## config.mk

```make
export PLATFORM = sky130hd
export DESIGN_NAME = otter_cu_fsm_flat
export DESIGN_NICKNAME = d
export VERILOG_FILES = /design/src/rtl/otter_cu_fsm_if.sv /design/src/rtl/otter_cu_fsm.sv /design/src/flat_wrapper.sv
export SDC_FILE = /design/constraint.sdc
export NUM_CORES = 1
export LEC_CHECK = 0
export CELL_PAD_IN_SITES_DETAIL_PLACEMENT = 1
export CELL_PAD_IN_SITES_GLOBAL_PLACEMENT = 1
export CORE_MARGIN = 2
export CORE_UTILIZATION = 21
export DETAILED_ROUTE_END_ITERATION = 10
export PLACE_DENSITY_LB_ADDON = 0.1
export SYNTH_ARGS = -nofsm -noshare
export SYNTH_HDL_FRONTEND = slang
export SYNTH_SLANG_ARGS = --single-unit
export TNS_END_PERCENT = 100
```

## constraint.sdc

```tcl
create_clock -name clk -period 3.6 [get_ports clk]
set_input_delay 0.36 -clock clk [delete_from_list [all_inputs] [get_ports clk]]
set_output_delay 0.36 -clock clk [all_outputs]
set_load 0.01 [all_outputs]
```

## src/rtl/otter_cu_fsm_if.sv

```systemverilog
// Control bundle between the OTTER multicycle sequencer and the rest of the core.
// master = sequencer (drives enables), slave = core top / memory / CSR side.
interface otter_cu_fsm_if;
  logic [6:0] ir6_0;
  logic [2:0] ir14_12;
  logic       mem_ack;
  logic       intr;
  logic       int_en;

  logic       cpu_rst;
  logic       pc_write;
  logic       reg_write;
  logic       mem_rden1;
  logic       mem_rden2;
  logic       mem_we2;
  logic       csr_we;
  logic       int_taken;
  logic       mret_exec;

  modport master (
    input  ir6_0, ir14_12, mem_ack, intr, int_en,
    output cpu_rst, pc_write, reg_write, mem_rden1, mem_rden2, mem_we2, csr_we, int_taken, mret_exec
  );

  modport slave (
    output ir6_0, ir14_12, mem_ack, intr, int_en,
    input  cpu_rst, pc_write, reg_write, mem_rden1, mem_rden2, mem_we2, csr_we, int_taken, mret_exec
  );
endinterface

```

## src/rtl/otter_cu_fsm.sv

```systemverilog
// OTTER multicycle sequencer: INIT -> FETCH -> EXEC [-> WB] [-> INTR]; interrupt path under OTTER_CU_INTR_EN.
// Latency: 2 cycles per instruction, 3+N for loads (N = mem_ack wait cycles), +1 on interrupt entry.
// Backpressure: WB holds with mem_rden2 asserted until mem_ack; no timeout.
module otter_cu_fsm #(
  parameter int INIT_CYCLES = 1
) (
  input  logic          clk,
  input  logic          rst_n,
  otter_cu_fsm_if.master cu
);

  typedef enum logic [2:0] {
    ST_INIT  = 3'd0,
    ST_FETCH = 3'd1,
    ST_EXEC  = 3'd2,
    ST_WB    = 3'd3,
    ST_INTR  = 3'd4
  } state_t;

  localparam logic [6:0] OP_R     = 7'b0110011;
  localparam logic [6:0] OP_I     = 7'b0010011;
  localparam logic [6:0] OP_LUI   = 7'b0110111;
  localparam logic [6:0] OP_AUIPC = 7'b0010111;
  localparam logic [6:0] OP_JAL   = 7'b1101111;
  localparam logic [6:0] OP_JALR  = 7'b1100111;
  localparam logic [6:0] OP_BR    = 7'b1100011;
  localparam logic [6:0] OP_ST    = 7'b0100011;
  localparam logic [6:0] OP_LD    = 7'b0000011;
  localparam logic [6:0] OP_SYS   = 7'b1110011;

  localparam logic [2:0] F3_CSRRW = 3'b001;
  localparam logic [2:0] F3_MRET  = 3'b000;

  localparam logic [3:0] INIT_LAST = 4'(INIT_CYCLES - 1);

  state_t     state_q, state_d;
  logic [3:0] cnt_q, cnt_d;
  logic       irq_go;

  logic cpu_rst_c, pc_write_c, reg_write_c, mem_rden1_c, mem_rden2_c;
  logic mem_we2_c, csr_we_c, int_taken_c, mret_exec_c;

`ifdef OTTER_CU_INTR_EN
  assign irq_go = cu.intr & cu.int_en;
`else
  logic unused_irq_inputs;
  assign unused_irq_inputs = cu.intr ^ cu.int_en;
  assign irq_go            = 1'b0;
`endif

  always_ff @(posedge clk) begin
    if (!rst_n) begin
      state_q <= ST_INIT;
      cnt_q   <= '0;
    end else begin
      state_q <= state_d;
      cnt_q   <= cnt_d;
    end
  end

  always_comb begin
    state_d     = state_q;
    cnt_d       = cnt_q;
    cpu_rst_c   = 1'b0;
    pc_write_c  = 1'b0;
    reg_write_c = 1'b0;
    mem_rden1_c = 1'b0;
    mem_rden2_c = 1'b0;
    mem_we2_c   = 1'b0;
    csr_we_c    = 1'b0;
    int_taken_c = 1'b0;
    mret_exec_c = 1'b0;

    unique case (state_q)
      ST_INIT: begin
        cpu_rst_c = 1'b1;
        if (cnt_q >= INIT_LAST) begin
          cnt_d   = '0;
          state_d = ST_FETCH;
        end else begin
          cnt_d = cnt_q + 4'd1;
        end
      end

      ST_FETCH: begin
        mem_rden1_c = 1'b1;
        state_d     = ST_EXEC;
      end

      ST_EXEC: begin
        state_d = irq_go ? ST_INTR : ST_FETCH;
        case (cu.ir6_0)
          OP_R, OP_I, OP_LUI, OP_AUIPC, OP_JAL, OP_JALR: begin
            pc_write_c  = 1'b1;
            reg_write_c = 1'b1;
          end
          OP_BR: pc_write_c = 1'b1;
          OP_ST: begin
            pc_write_c = 1'b1;
            mem_we2_c  = 1'b1;
          end
          OP_LD: begin
            // Load data arrives later; the PC only moves once it is written back.
            mem_rden2_c = 1'b1;
            state_d     = ST_WB;
          end
          OP_SYS: begin
            pc_write_c = 1'b1;
            if (cu.ir14_12 == F3_CSRRW) begin
              reg_write_c = 1'b1;
              csr_we_c    = 1'b1;
            end
`ifdef OTTER_CU_INTR_EN
            if (cu.ir14_12 == F3_MRET) begin
              mret_exec_c = 1'b1;
            end
`endif
          end
          default: pc_write_c = 1'b1;
        endcase
      end

      ST_WB: begin
        mem_rden2_c = 1'b1;
        if (cu.mem_ack) begin
          reg_write_c = 1'b1;
          pc_write_c  = 1'b1;
          state_d     = irq_go ? ST_INTR : ST_FETCH;
        end
      end

      ST_INTR: begin
`ifdef OTTER_CU_INTR_EN
        int_taken_c = 1'b1;
        pc_write_c  = 1'b1;
`endif
        state_d = ST_FETCH;
      end

      default: state_d = ST_FETCH;
    endcase
  end

  // Architectural write enables are held off combinationally while reset is asserted.
  assign cu.cpu_rst   = cpu_rst_c;
  assign cu.pc_write  = pc_write_c  & rst_n;
  assign cu.reg_write = reg_write_c & rst_n;
  assign cu.mem_rden1 = mem_rden1_c;
  assign cu.mem_rden2 = mem_rden2_c;
  assign cu.mem_we2   = mem_we2_c   & rst_n;
  assign cu.csr_we    = csr_we_c    & rst_n;
  assign cu.int_taken = int_taken_c;
  assign cu.mret_exec = mret_exec_c;

  a_pc_write_spacing: assert property (@(posedge clk)
    cu.pc_write |=> (!cu.pc_write || state_q == ST_INTR));
  a_store_only_in_exec: assert property (@(posedge clk) disable iff (!rst_n)
    cu.mem_we2 |-> state_q == ST_EXEC);
  a_init_only_cpu_rst: assert property (@(posedge clk)
    cu.cpu_rst |-> !(cu.pc_write || cu.reg_write || cu.mem_rden1 || cu.mem_rden2));

endmodule
```

## src/flat_wrapper.sv

```systemverilog
// flat-port wrapper written by rule: the top's interface ports become plain ports
module otter_cu_fsm_flat 
#(
  parameter int INIT_CYCLES = 1
)
  (clk, rst_n, cu_ir6_0, cu_ir14_12, cu_mem_ack, cu_intr, cu_int_en, cu_cpu_rst, cu_pc_write, cu_reg_write, cu_mem_rden1, cu_mem_rden2, cu_mem_we2, cu_csr_we, cu_int_taken, cu_mret_exec);
  otter_cu_fsm_if cu_i ();
  input  logic clk;
  input  logic rst_n;
  input wire logic [$bits(cu_i.ir6_0)-1:0] cu_ir6_0;
  input wire logic [$bits(cu_i.ir14_12)-1:0] cu_ir14_12;
  input wire logic [$bits(cu_i.mem_ack)-1:0] cu_mem_ack;
  input wire logic [$bits(cu_i.intr)-1:0] cu_intr;
  input wire logic [$bits(cu_i.int_en)-1:0] cu_int_en;
  output wire logic [$bits(cu_i.cpu_rst)-1:0] cu_cpu_rst;
  output wire logic [$bits(cu_i.pc_write)-1:0] cu_pc_write;
  output wire logic [$bits(cu_i.reg_write)-1:0] cu_reg_write;
  output wire logic [$bits(cu_i.mem_rden1)-1:0] cu_mem_rden1;
  output wire logic [$bits(cu_i.mem_rden2)-1:0] cu_mem_rden2;
  output wire logic [$bits(cu_i.mem_we2)-1:0] cu_mem_we2;
  output wire logic [$bits(cu_i.csr_we)-1:0] cu_csr_we;
  output wire logic [$bits(cu_i.int_taken)-1:0] cu_int_taken;
  output wire logic [$bits(cu_i.mret_exec)-1:0] cu_mret_exec;
  assign cu_i.ir6_0 = cu_ir6_0;
  assign cu_i.ir14_12 = cu_ir14_12;
  assign cu_i.mem_ack = cu_mem_ack;
  assign cu_i.intr = cu_intr;
  assign cu_i.int_en = cu_int_en;
  assign cu_cpu_rst = cu_i.cpu_rst;
  assign cu_pc_write = cu_i.pc_write;
  assign cu_reg_write = cu_i.reg_write;
  assign cu_mem_rden1 = cu_i.mem_rden1;
  assign cu_mem_rden2 = cu_i.mem_rden2;
  assign cu_mem_we2 = cu_i.mem_we2;
  assign cu_csr_we = cu_i.csr_we;
  assign cu_int_taken = cu_i.int_taken;
  assign cu_mret_exec = cu_i.mret_exec;
  otter_cu_fsm #(.INIT_CYCLES(INIT_CYCLES)) u_core (.clk(clk), .rst_n(rst_n), .cu(cu_i));
endmodule
```

# [Word-level counts from Yosys, hierarchy flattened]
# Cells that the tools add are included.
# W data, S select, Z words.
[word_totals] out_inout_bits=9 in_bits=15 reg_bits=7
[op_classes] muxes=19 n_lt_le_gt_ge=1 n_bitwise=4 add_sub_neg=1 eq_ne=15 reduce_logical=3
[op_table] cell="$eq A7 B6 Y1 const B" count=3
[op_table] cell="$eq A7 B7 Y1 const B" count=3
[op_table] cell="$eq A7 B5 Y1 const B" count=2
[op_table] cell="$pmux W3 S4" count=1
[op_table] cell="$mux W1" count=10
[op_table] cell="$pmux W1 S2" count=4
[op_table] cell="$eq A7 B2 Y1 const B" count=1
[op_table] cell="$eq A3 B1 Y1 const B" count=2
[op_table] cell="$eq A3 B2 Y1 const B" count=2
[op_table] cell="$mux W3" count=2
[op_table] cell="$reduce_or A6 Y1" count=1
[op_table] cell="$add A4 B1 Y4 const B" count=1
[op_table] cell="$and A1 B1 Y1" count=4
[op_table] cell="$ge A4 B1 Y1 const B" count=1
[op_table] cell="$mux W4" count=1
[op_table] cell="$logic_not A3 Y1" count=1
[op_table] cell="$mux W2" count=1
[op_table] cell="$ne A2 B1 Y1 const B" count=1
[op_table] cell="$ne A2 B2 Y1 const B" count=1
[op_table] cell="$reduce_and A2 Y1" count=1

# [Logic depth before layout (Yosys ltp)]
# Gate-level depths: netlist of the first run.
[depth] ltp_word=5 mapped_depth=5 mapped_depth_nobuf=5

# [Worst setup path before layout of the first run]
# No wires, ideal clock.
[synth_path] kind="input-to-output" from="input port cu_ir6_0[2]" to="output port cu_reg_write" t_arrival_ns=1.573 required_ns=3.240 n_path_buf=0 slack_ns=1.667 cell_stages=4 path_cell_list="or4b_1 or4_1 o311ai_1 a32o_1"
[synth_between] elab_chain_cells=5
[synth_rtl] item="from (decl)" line="flat_wrapper.sv:10" rtl="input wire logic [$bits(cu_i.ir6_0)-1:0] cu_ir6_0;"
[synth_rtl] item="$eq A7 B6 Y1 (tied with other cells)" line="otter_cu_fsm.sv:92" rtl="case (cu.ir6_0)"
[synth_rtl] item="$reduce_or A6 Y1" line="otter_cu_fsm.sv:92"
[synth_rtl] item="$pmux W1 S2 *" line="otter_cu_fsm.sv:92"
[synth_rtl] item="$pmux W1 S2 *" line="otter_cu_fsm.sv:74" rtl="unique case (state_q)"
[synth_rtl] item="$and A1 B1 Y1 *" line="otter_cu_fsm.sv:147" rtl="assign cu.reg_write = reg_write_c & rst_n;"
[synth_rtl] item="to (decl)" line="flat_wrapper.sv:17" rtl="output wire logic [$bits(cu_i.reg_write)-1:0] cu_reg_write;"
# Every way passes the cells marked *; elsewhere a longest branch is shown, timed or not.

# [Worst setup path in the final report of the first run]
[layout_path] from="input port cu_ir6_0[6]" to="output port cu_pc_write"
[layout_between] elab_chain_cells=4
[layout_rtl] item="$eq A7 B2 Y1" line="otter_cu_fsm.sv:92"
[layout_rtl] item="$mux W1" line="otter_cu_fsm.sv:92"
[layout_rtl] item="$pmux W1 S2" line="otter_cu_fsm.sv:74"
[layout_rtl] item="$and A1 B1 Y1" line="otter_cu_fsm.sv:146" rtl="assign cu.pc_write = pc_write_c & rst_n;"
[layout_rtl] item="to (decl)" line="flat_wrapper.sv:16" rtl="output wire logic [$bits(cu_i.pc_write)-1:0] cu_pc_write;"
# No other way between the ends.

==> reports/summary.md, run 1 <==
The top-level port count is 24. In the post-synthesis netlist, the biggest area contributors are ha_1 22%, dfxtp_1 14%, nand2_1 6.6%. The relative contribution of combinational cells to total power is 33.8%, and the per-instance average area after synthesis is 7.74 um2. Dividing the final minimum period by the clock period gives 82.9%.

The count of buffers added by post-CTS timing repair for setup was 0. Adding up every negative setup slack in the final design gives 0 ns. The internal portion of the total power is 0.0830 mW. Buffers inserted to repair hold after CTS numbered 0. The final layout contains 80 nets.

The clock root buffer was clkbuf_4. Entering global routing, the biggest net connects 7 pins. The number of fill cells in the layout was 160. The floorplan has 13 rows. The critical path buffer and inverter count was 2; the relative contribution of sequential cells to total power was 22.9%. The routability-driven placement congestion ratio was 0.652.

The top register by number of flip-flops is u_core.state_q. The via count of the first global-routing pass is 292. During placement, the flow inserted port buffers numbering 19. Once the clock tree was built, the resizer swapped 0 gates to a different size. Power dissipated by switching net loads: 0.0295 mW.

The floorplan step defined a die boundary enclosing 1680 um2. The cell area after synthesis is 287 um2. Setup repair after global routing left no endpoint under its margin.

Cells fill 39.4% of the core in the end. The critical-path maximum fanout was 4. The tools report the initial detailed-routing violation count as 1.

In this run the remaining antenna-violating nets after routing total 0. At the pin with the least slew margin, the transition time is 0.674 ns. The starting density of the core came out at 22.3%. The routed via count is 351, and the critical path data required time is 3.24 ns. The first global-routing pass estimated 1300 um of wire.

STA classifies the critical path endpoint as an output pin. Per report_power, the clock group accounts for 43.2% of the total. Power spread over the standard cell area amounts to 222 nW/um2.

The count of max-cap constraint violations is 0, and the die extent in x is 40.9 um. In this run the standard cell core region covers 1280 um2. In the layout the commonest cells are 19 x clkdlybuf4s50_1, 5 x nand2_1, 5 x ha_1, 3 x inv_1, 3 x clkbuf_4. Among cell families on the critical path, the largest total delay comes from simple AND/OR/NAND/NOR gates. The synthesis-stage register bit count is 2, and the flip-flop count of the largest register, all copies and words added is 2. Number of antenna violations at the first check in global routing: 0. VDD sags by at most 0.103 mV. The layout cell share with drive strength beyond 1 came out at 8.62%. Data arrives at the worst endpoint at 2.63 ns. Detailed-route wire length: 951 um. After detailed routing, the average wire length per cell comes to 13.0 um. The number of levels in the clock H-tree was 1; the post-layout minimum cycle time was 2.99 ns. The logs give 0 for the number of endpoints with negative hold slack in the final report and 0 for the max-slew violation count. Across the routed clock network, the largest skew measured is 0.000985 ns. The largest registers in the layout are u_core.state_q: 2 flops.

The synthesized design spends more area on one cell type than any other, namely ha_1. The type of the worst setup path was in -> out. The slowest stage of the critical path belongs to the cell nor4_1. For this run, the number of Yosys warnings is 0.

The final global-route overflow total came out at 0. The half-perimeter wire length of the detailed placement result is 842 um. After synthesis, the netlist uses 24 different library cells.

The most numerous cell type found on the critical path is clkdlybuf4s50_1. In this run switching power makes up 26.2% of total power. Maximum single-stage delay on the critical path: 0.60 ns. The die is 40.9 um tall.

For the worst-skew pair, the clock arrives at the later sink with an insertion delay of 0.22 ns. Using the TritonRoute via totals, the vias-per-cell ratio works out to 4.81. Antenna diode count: 0.

Buffers inserted during clock tree synthesis total 3. The flow ran to the end, and the final reports show no timing, DRC or antenna violations. Sequential elements use 14.0% of the synthesized area. The library cell used most frequently in the layout, excluding fill and tap cells, is clkdlybuf4s50_1. The number of setup violations in the final report came out at 0. The clock net in this run drives a total of 2 sinks. STA classifies the critical path startpoint as an input pin. The clock passes through at most 2 buffers. The tightest min-delay check is of the reg -> reg type. Before antenna repair, the detailed router went through 2 iterations. Derived from the worst setup path, the maximum achievable clock frequency is 335 MHz. The signal on the critical path passes through clkdlybuf4s50_1, nor4_1, or3b_2, a22oi_1, nor2b_1, clkdlybuf4s50_1. The layout-stage area growth over the synthesis result works out to 76.9%. Top-area cell type share of the netlist area: 21.8%. The DRC violation count after routing was 0; the synthesized instance count was 37.

In this run the static leakage power is 0.201 nW. TritonCTS built the clock tree. Clock-pin slew was measured on the worst setup and hold paths at 0.03 ns. Across every metal layer, demand over resource in global routing totals 11.7%. The worst pin sits at a relative slew slack of 54.7%.
==> power groups by stage <==
stage / combinational, mW / sequential [mW] / clock, mW
after global placement: 0.0363 / 0.0259 / 0
after global routing: 0.0426 / 0.0258 / 0.0531
after floorplan: 0.0159 / 0.0256 / 0
final: 0.0380 / 0.0258 / 0.0486
after detailed placement: 0.0385 / 0.0261 / 0
after CTS: 0.0389 / 0.0258 / 0.0521
==> cell families after synthesis <==
family	synth area share [%]
buf+inv	9.17
compound gates	21.0
flops	14.0
simple gates	32.8
other cells	1.31
fa+ha+maj	21.8
==> layer usage <==
metal	track usage, %	vias up	share of wire, %	wire [um]
met3	0	0	6.7	64
met2	21.9	10	58	554
met1	13.9	164	35	332
li1	-	177	-	-
met4	5.00	0	0	0
met5	0	-	0	0
==> layout make-up <==
type	count	area, um2	share of cell area (%)
well taps	15	18.8	3.70
repair buffers	19	190	37.5
multi-input cells	31	224	44.2
flip-flops and latches	2	40.0	7.90
clock buffers	3	22.5	4.44
inverters	3	11.3	2.22
==> final timing paths <==
path              depth (start not counted)  slack, ns                 to              start
hold reg to reg                           1       0.60  u_core.state_q[0]  u_core.state_q[0]
setup / recovery                          6       0.61        cu_pc_write        cu_ir6_0[6]
hold / removal                            1       0.60  u_core.state_q[0]  u_core.state_q[0]
setup reg to reg                          4       2.47  u_core.state_q[1]  u_core.state_q[0]
==> Yosys cell counts (all sizes together) <==
cell / n
a22oi: 1
a31o: 1
a31oi: 1
a32o: 1
and3: 1
buf: 2
conb: 1
dfxtp: 2
ha: 5
inv: 3
nand2: 5
nand2b: 1
nand3: 1
nand4: 1
nor2: 2
nor2b: 1
nor3: 1
nor4: 1
o211a: 1
o311ai: 1
o32ai: 1
or3b: 1
or4: 1
or4b: 1
==> per-stage QoR <==
| step | area [um2] | setup slack (ns) | power [mW] | hold WS, ns | instances |
|---|---|---|---|---|---|
| floorplan | 290 | 1.67 | 0.0415 | 0.474 | 38 |
| CTS | 507 | 0.587 | 0.117 | 0.607 | 73 |
| detailed placement | 484 | 0.594 | 0.0645 | 0.599 | 70 |
| finish | 507 | 0.615 | 0.112 | 0.602 | 73 |
| global placement | 484 | 0.676 | 0.0622 | 0.585 | 70 |
| global route | 507 | 0.476 | 0.122 | 0.634 | 73 |
Note: power is estimated with default switching activity, not from simulation.
==> inputs of run 2 (changes only) <==
--- a/config.mk
+++ b/config.mk
@@ -8,7 +8,7 @@
 export CELL_PAD_IN_SITES_DETAIL_PLACEMENT = 1
 export CELL_PAD_IN_SITES_GLOBAL_PLACEMENT = 1
 export CORE_MARGIN = 2
-export CORE_UTILIZATION = 21
+export CORE_UTILIZATION = 17
 export DETAILED_ROUTE_END_ITERATION = 10
 export PLACE_DENSITY_LB_ADDON = 0.1
 export SYNTH_ARGS = -nofsm -noshare
==> constraint.sdc (replaced) <==
create_clock -name clk -period 2.6 [get_ports clk]
set_input_delay 0.26 -clock clk [delete_from_list [all_inputs] [get_ports clk]]
set_output_delay 0.26 -clock clk [all_outputs]
set_load 0.01 [all_outputs]
==> run 2 against run 1 <==
Net effect:
- flip-flop and latch count unchanged
- worst setup slack worse by 0.49 ns
- die area increased by 21%
- sequential share of layout area down 0.56 points
- critical path depth did not move
- first-iteration DRC count stayed put
- global-route usage shrank 1.9 points
- design area up 7.7%
- sequential power rose by 39%
- final cell count up 5.5%
- clock power grew 40%
- routed wire length is 2.6% lower
==> reports/summary.md, run 2 (synthesized netlist as in run 1, its figures left out) <==
Maximum single-stage delay on the critical path: 0.53 ns (was 0.60 ns). For the number of antenna violations at the first check in global routing, the log shows 0 (unchanged). The run gives 3 (unchanged) as the TritonCTS buffer count.

Post-layout minimum cycle time: 2.48 ns. Count of nets after finishing: 83 (was 80). The top register by number of flip-flops was u_core.state_q (unchanged). The worst-case clock skew came out at 0.00262 ns (was 0.000985 ns).

The die extent in x is 45.1 um (was 40.9 um), and the overall power is 0.161 mW (was 0.112 mW). The number of endpoints with negative hold slack in the final report came out at 0 (unchanged). The top-level port count is 24 (unchanged). The number of levels in the clock H-tree came out at 1 (unchanged).

The tools report the endpoint of the worst register-to-register path as u_core.state_q[1] (unchanged). The leakage power was 0.246 nW (was 0.201 nW); the number of buffers added on ports was 19 (unchanged). Number of cells on the worst reg-to-reg path: 4 (unchanged).

Ordered cell list for the critical path: clkdlybuf4s50_1, or4b_1, or4_1, o311ai_1, a32o_1, dlygate4sd2_1 (was clkdlybuf4s50_1, nor4_1, or3b_2, a22oi_1, nor2b_1, clkdlybuf4s50_1). Via-per-instance ratio: 4.78 (was 4.81). Clock group share of total power: 42.4% (was 43.2%). The flop-to-flop setup slack is 1.47 ns (was 2.47 ns), and the detail-routed net length per standard cell is 12.0 um (was 13.0 um). The logs give 0 (unchanged) for the count of buffers added by post-CTS timing repair for setup and 200 (was 160) for the number of fill cells in the layout. The nature of the critical path endpoint is an output pin (unchanged). The flow ran to the end, and the final reports show no timing, DRC or antenna violations. For the final instance area, the log shows 546 um2 (was 507 um2). The relative contribution of sequential cells to total power was 22.3% (was 22.9%); the half-perimeter wire length of the detailed placement result was 741 um (was 842 um). The internal power is 0.118 mW (was 0.0830 mW), and the share of total power consumed by net switching is 26.8% (was 26.2%).

The element type at the critical path start is an input pin (unchanged). The tools report the pin count of the biggest net entering global routing as 7 (unchanged). Leading cell type in the layout, fill and taps excluded: clkdlybuf4s50_1 (unchanged). Cell with the largest stage delay on the worst path: or4b_1 (was nor4_1). For the first-pass GRT wire length, the log shows 1450 um (was 1300 um).

The total power divided by cell area came out at 295 nW/um2 (was 222 nW/um2). Launch instance of the worst register-to-register path: u_core.state_q[0] (unchanged). The flip-flop count of the largest register, all copies and words added is 2 (unchanged), and the area of the multi-input gates is 239 um2 (was 224 um2). The source-to-sink clock delay at the later pin of the worst-skew pair was 0.22 ns (about the same). Maximum ir drop on the vdd rail: 0.207 mV (was 0.103 mV).

Combined global-route utilization of all metal layers: 9.86% (was 11.7%). The tools report the clock root buffer as clkbuf_4 (unchanged). The core utilization of the finished layout is 35.4% (was 39.4%). The power dissipated by switching net loads is 0.0431 mW (was 0.0295 mW), and the core footprint is 1540 um2 (was 1280 um2). The logs give 2.22 ns (was 2.63 ns) for the critical path arrival and 0.603 ns (was 0.602 ns) for the minimum hold slack. Leading registers by flop count: u_core.state_q: 2 flops (unchanged).

The DRC violation count after routing is 0 (unchanged). The post-place instance area was 508 um2 (was 484 um2). The logs give 368 (was 351) for the routed via count and 14 (was 13) for the number of rows created at floorplan. The tools report the critical path data required time as 2.34 ns (was 3.24 ns). The tools report the terminating pin of the worst hold path as u_core.state_q[1] (was u_core.state_q[0]).

The relative contribution of combinational cells to total power is 35.3% (was 33.8%). Area of the die: 2030 um2 (was 1680 um2). The max-slew violation count is 0 (unchanged), and the initial detailed-routing violation count is 1 (unchanged). The via count of the first global-routing pass is 349 (was 292), and the count of max-cap constraint violations is 0 (unchanged). For the starting density of the core, the log shows 18.6% (was 22.3%). The register cell area after layout came out at 40.0 um2 (unchanged). The run gives 0 (unchanged) as the final global-route overflow total. The logs give 0 (unchanged) for the number of setup violations in the final report and 2 (unchanged) for the number of buffers on the longest clock path. Based on the critical path, the design can be clocked at up to 404 MHz. The antenna diode count is 0 (unchanged), and the critical-path maximum fanout is 2 (was 4). The total number of clock tree sinks is 2 (unchanged). The clock transition at the registers of the reported paths works out to 0.03 ns (about the same). The layout-stage area growth over the synthesis result was 90.4% (was 76.9%). Type of the worst setup path: in -> out (unchanged). Hold path startpoint: u_core.state_q[1] (was u_core.state_q[0]).

TritonCTS built the clock tree. For the routability-driven placement congestion ratio, the log shows 0.719 (was 0.652). Top library cells by usage in the layout, fill and taps aside: 16 x clkdlybuf4s50_1, 5 x nand2_1, 5 x ha_1 (was 19 x clkdlybuf4s50_1, 5 x nand2_1, 5 x ha_1, 3 x inv_1, 3 x clkbuf_4). The remaining antenna violation count is 0 (unchanged), and the die height is 45.1 um (was 40.9 um). The layout cell share with drive strength beyond 1 is 14.8% (was 8.62%). The number of cells traversed by the worst hold path is 2 (was 1), and the detailed-route wire length is 926 um (was 951 um). Setup repair after global routing left no endpoint under its margin. Total iterations of the first detailed-routing run: 2 (unchanged). The type of the tightest min-delay check was reg -> reg (unchanged). After layout, the worst path uses 95.3% of the clock period.
-- run 2: cell count changes in the layout (fill, tap and decap cells not counted) --
cell | previous run | this run
buf_4 | 0 | 3
clkdlybuf4s50_1 | 19 | 16
dlygate4sd2_1 | 0 | 2
dlymetal6s2s_1 | 0 | 1
nor4_1 | 1 | 0
nor4_4 | 0 | 1
-- run 2: what timing repair did --
action | 4_1_cts | 5_1_grt
resized for setup | 3 | 2
pin swaps | 0 | 0
hold buffers | 0 | 0
setup endpoints to repair | 3 | 1
-- run 2: routing by layer --
layer / vias to the layer above / share of wire, % / track usage [%]
li1: 184 / - / -
met5: - / 0 / 0
met1: 172 / 41 / 10.9
met4: 0 / 0 / 5.29
met2: 12 / 50 / 16.9
met3: 0 / 9.3 / 2.80
-- run 2: area by class of cell --
| cell class | count | area share, % |
|---|---|---|
| flip-flops and latches | 2 | 7.34 |
| well taps | 16 | 3.67 |
| multi-input cells | 31 | 43.8 |
| clock buffers | 3 | 4.13 |
| repair buffers | 22 | 39.0 |
| inverters | 3 | 2.06 |
-- run 2: critical path: cells and delay by family --
kind,cells,cell delay [ns]
AND/OR/NAND/NOR,2,0.98
buffers and inverters,2,0.69
AO/OA/AOI/OAI,2,0.28
-- run 2: stage by stage --
| step | TNS (ns) | std cells | worst slack (ns) |
|---|---|---|---|
| floorplan | 0 | 38 | 0.867 |
| global placement | -0.288 | 74 | -0.192 |
| detailed placement | -0.198 | 74 | -0.145 |
| CTS | 0 | 77 | 0.0201 |
| global route | 0 | 77 | 0.0613 |
| finish | 0 | 77 | 0.122 |
-- run 2: worst max path at each step --
stage               cells past startpoint   startpoint  slack [ns]           end
floorplan                               4  cu_ir6_0[2]        0.87  cu_reg_write
global placement                        6  cu_ir6_0[2]       -0.19  cu_reg_write
detailed placement                      6  cu_ir6_0[2]       -0.15  cu_reg_write
CTS                                     7  cu_ir6_0[2]        0.02   cu_pc_write
global route                            6  cu_ir6_0[2]        0.06  cu_reg_write
finish                                  6  cu_ir6_0[2]        0.12  cu_reg_write
-- run 2: power groups by stage --
stage	registers, mW	logic, mW	clock network [mW]
2_1_floorplan	0.0354	0.0220	0
3_3_place_gp	0.0361	0.0552	0
3_5_place_dp	0.0363	0.0550	0
4_1_cts	0.0359	0.0560	0.0730
5_1_grt	0.0363	0.0624	0.0751
6_report	0.0358	0.0568	0.0682
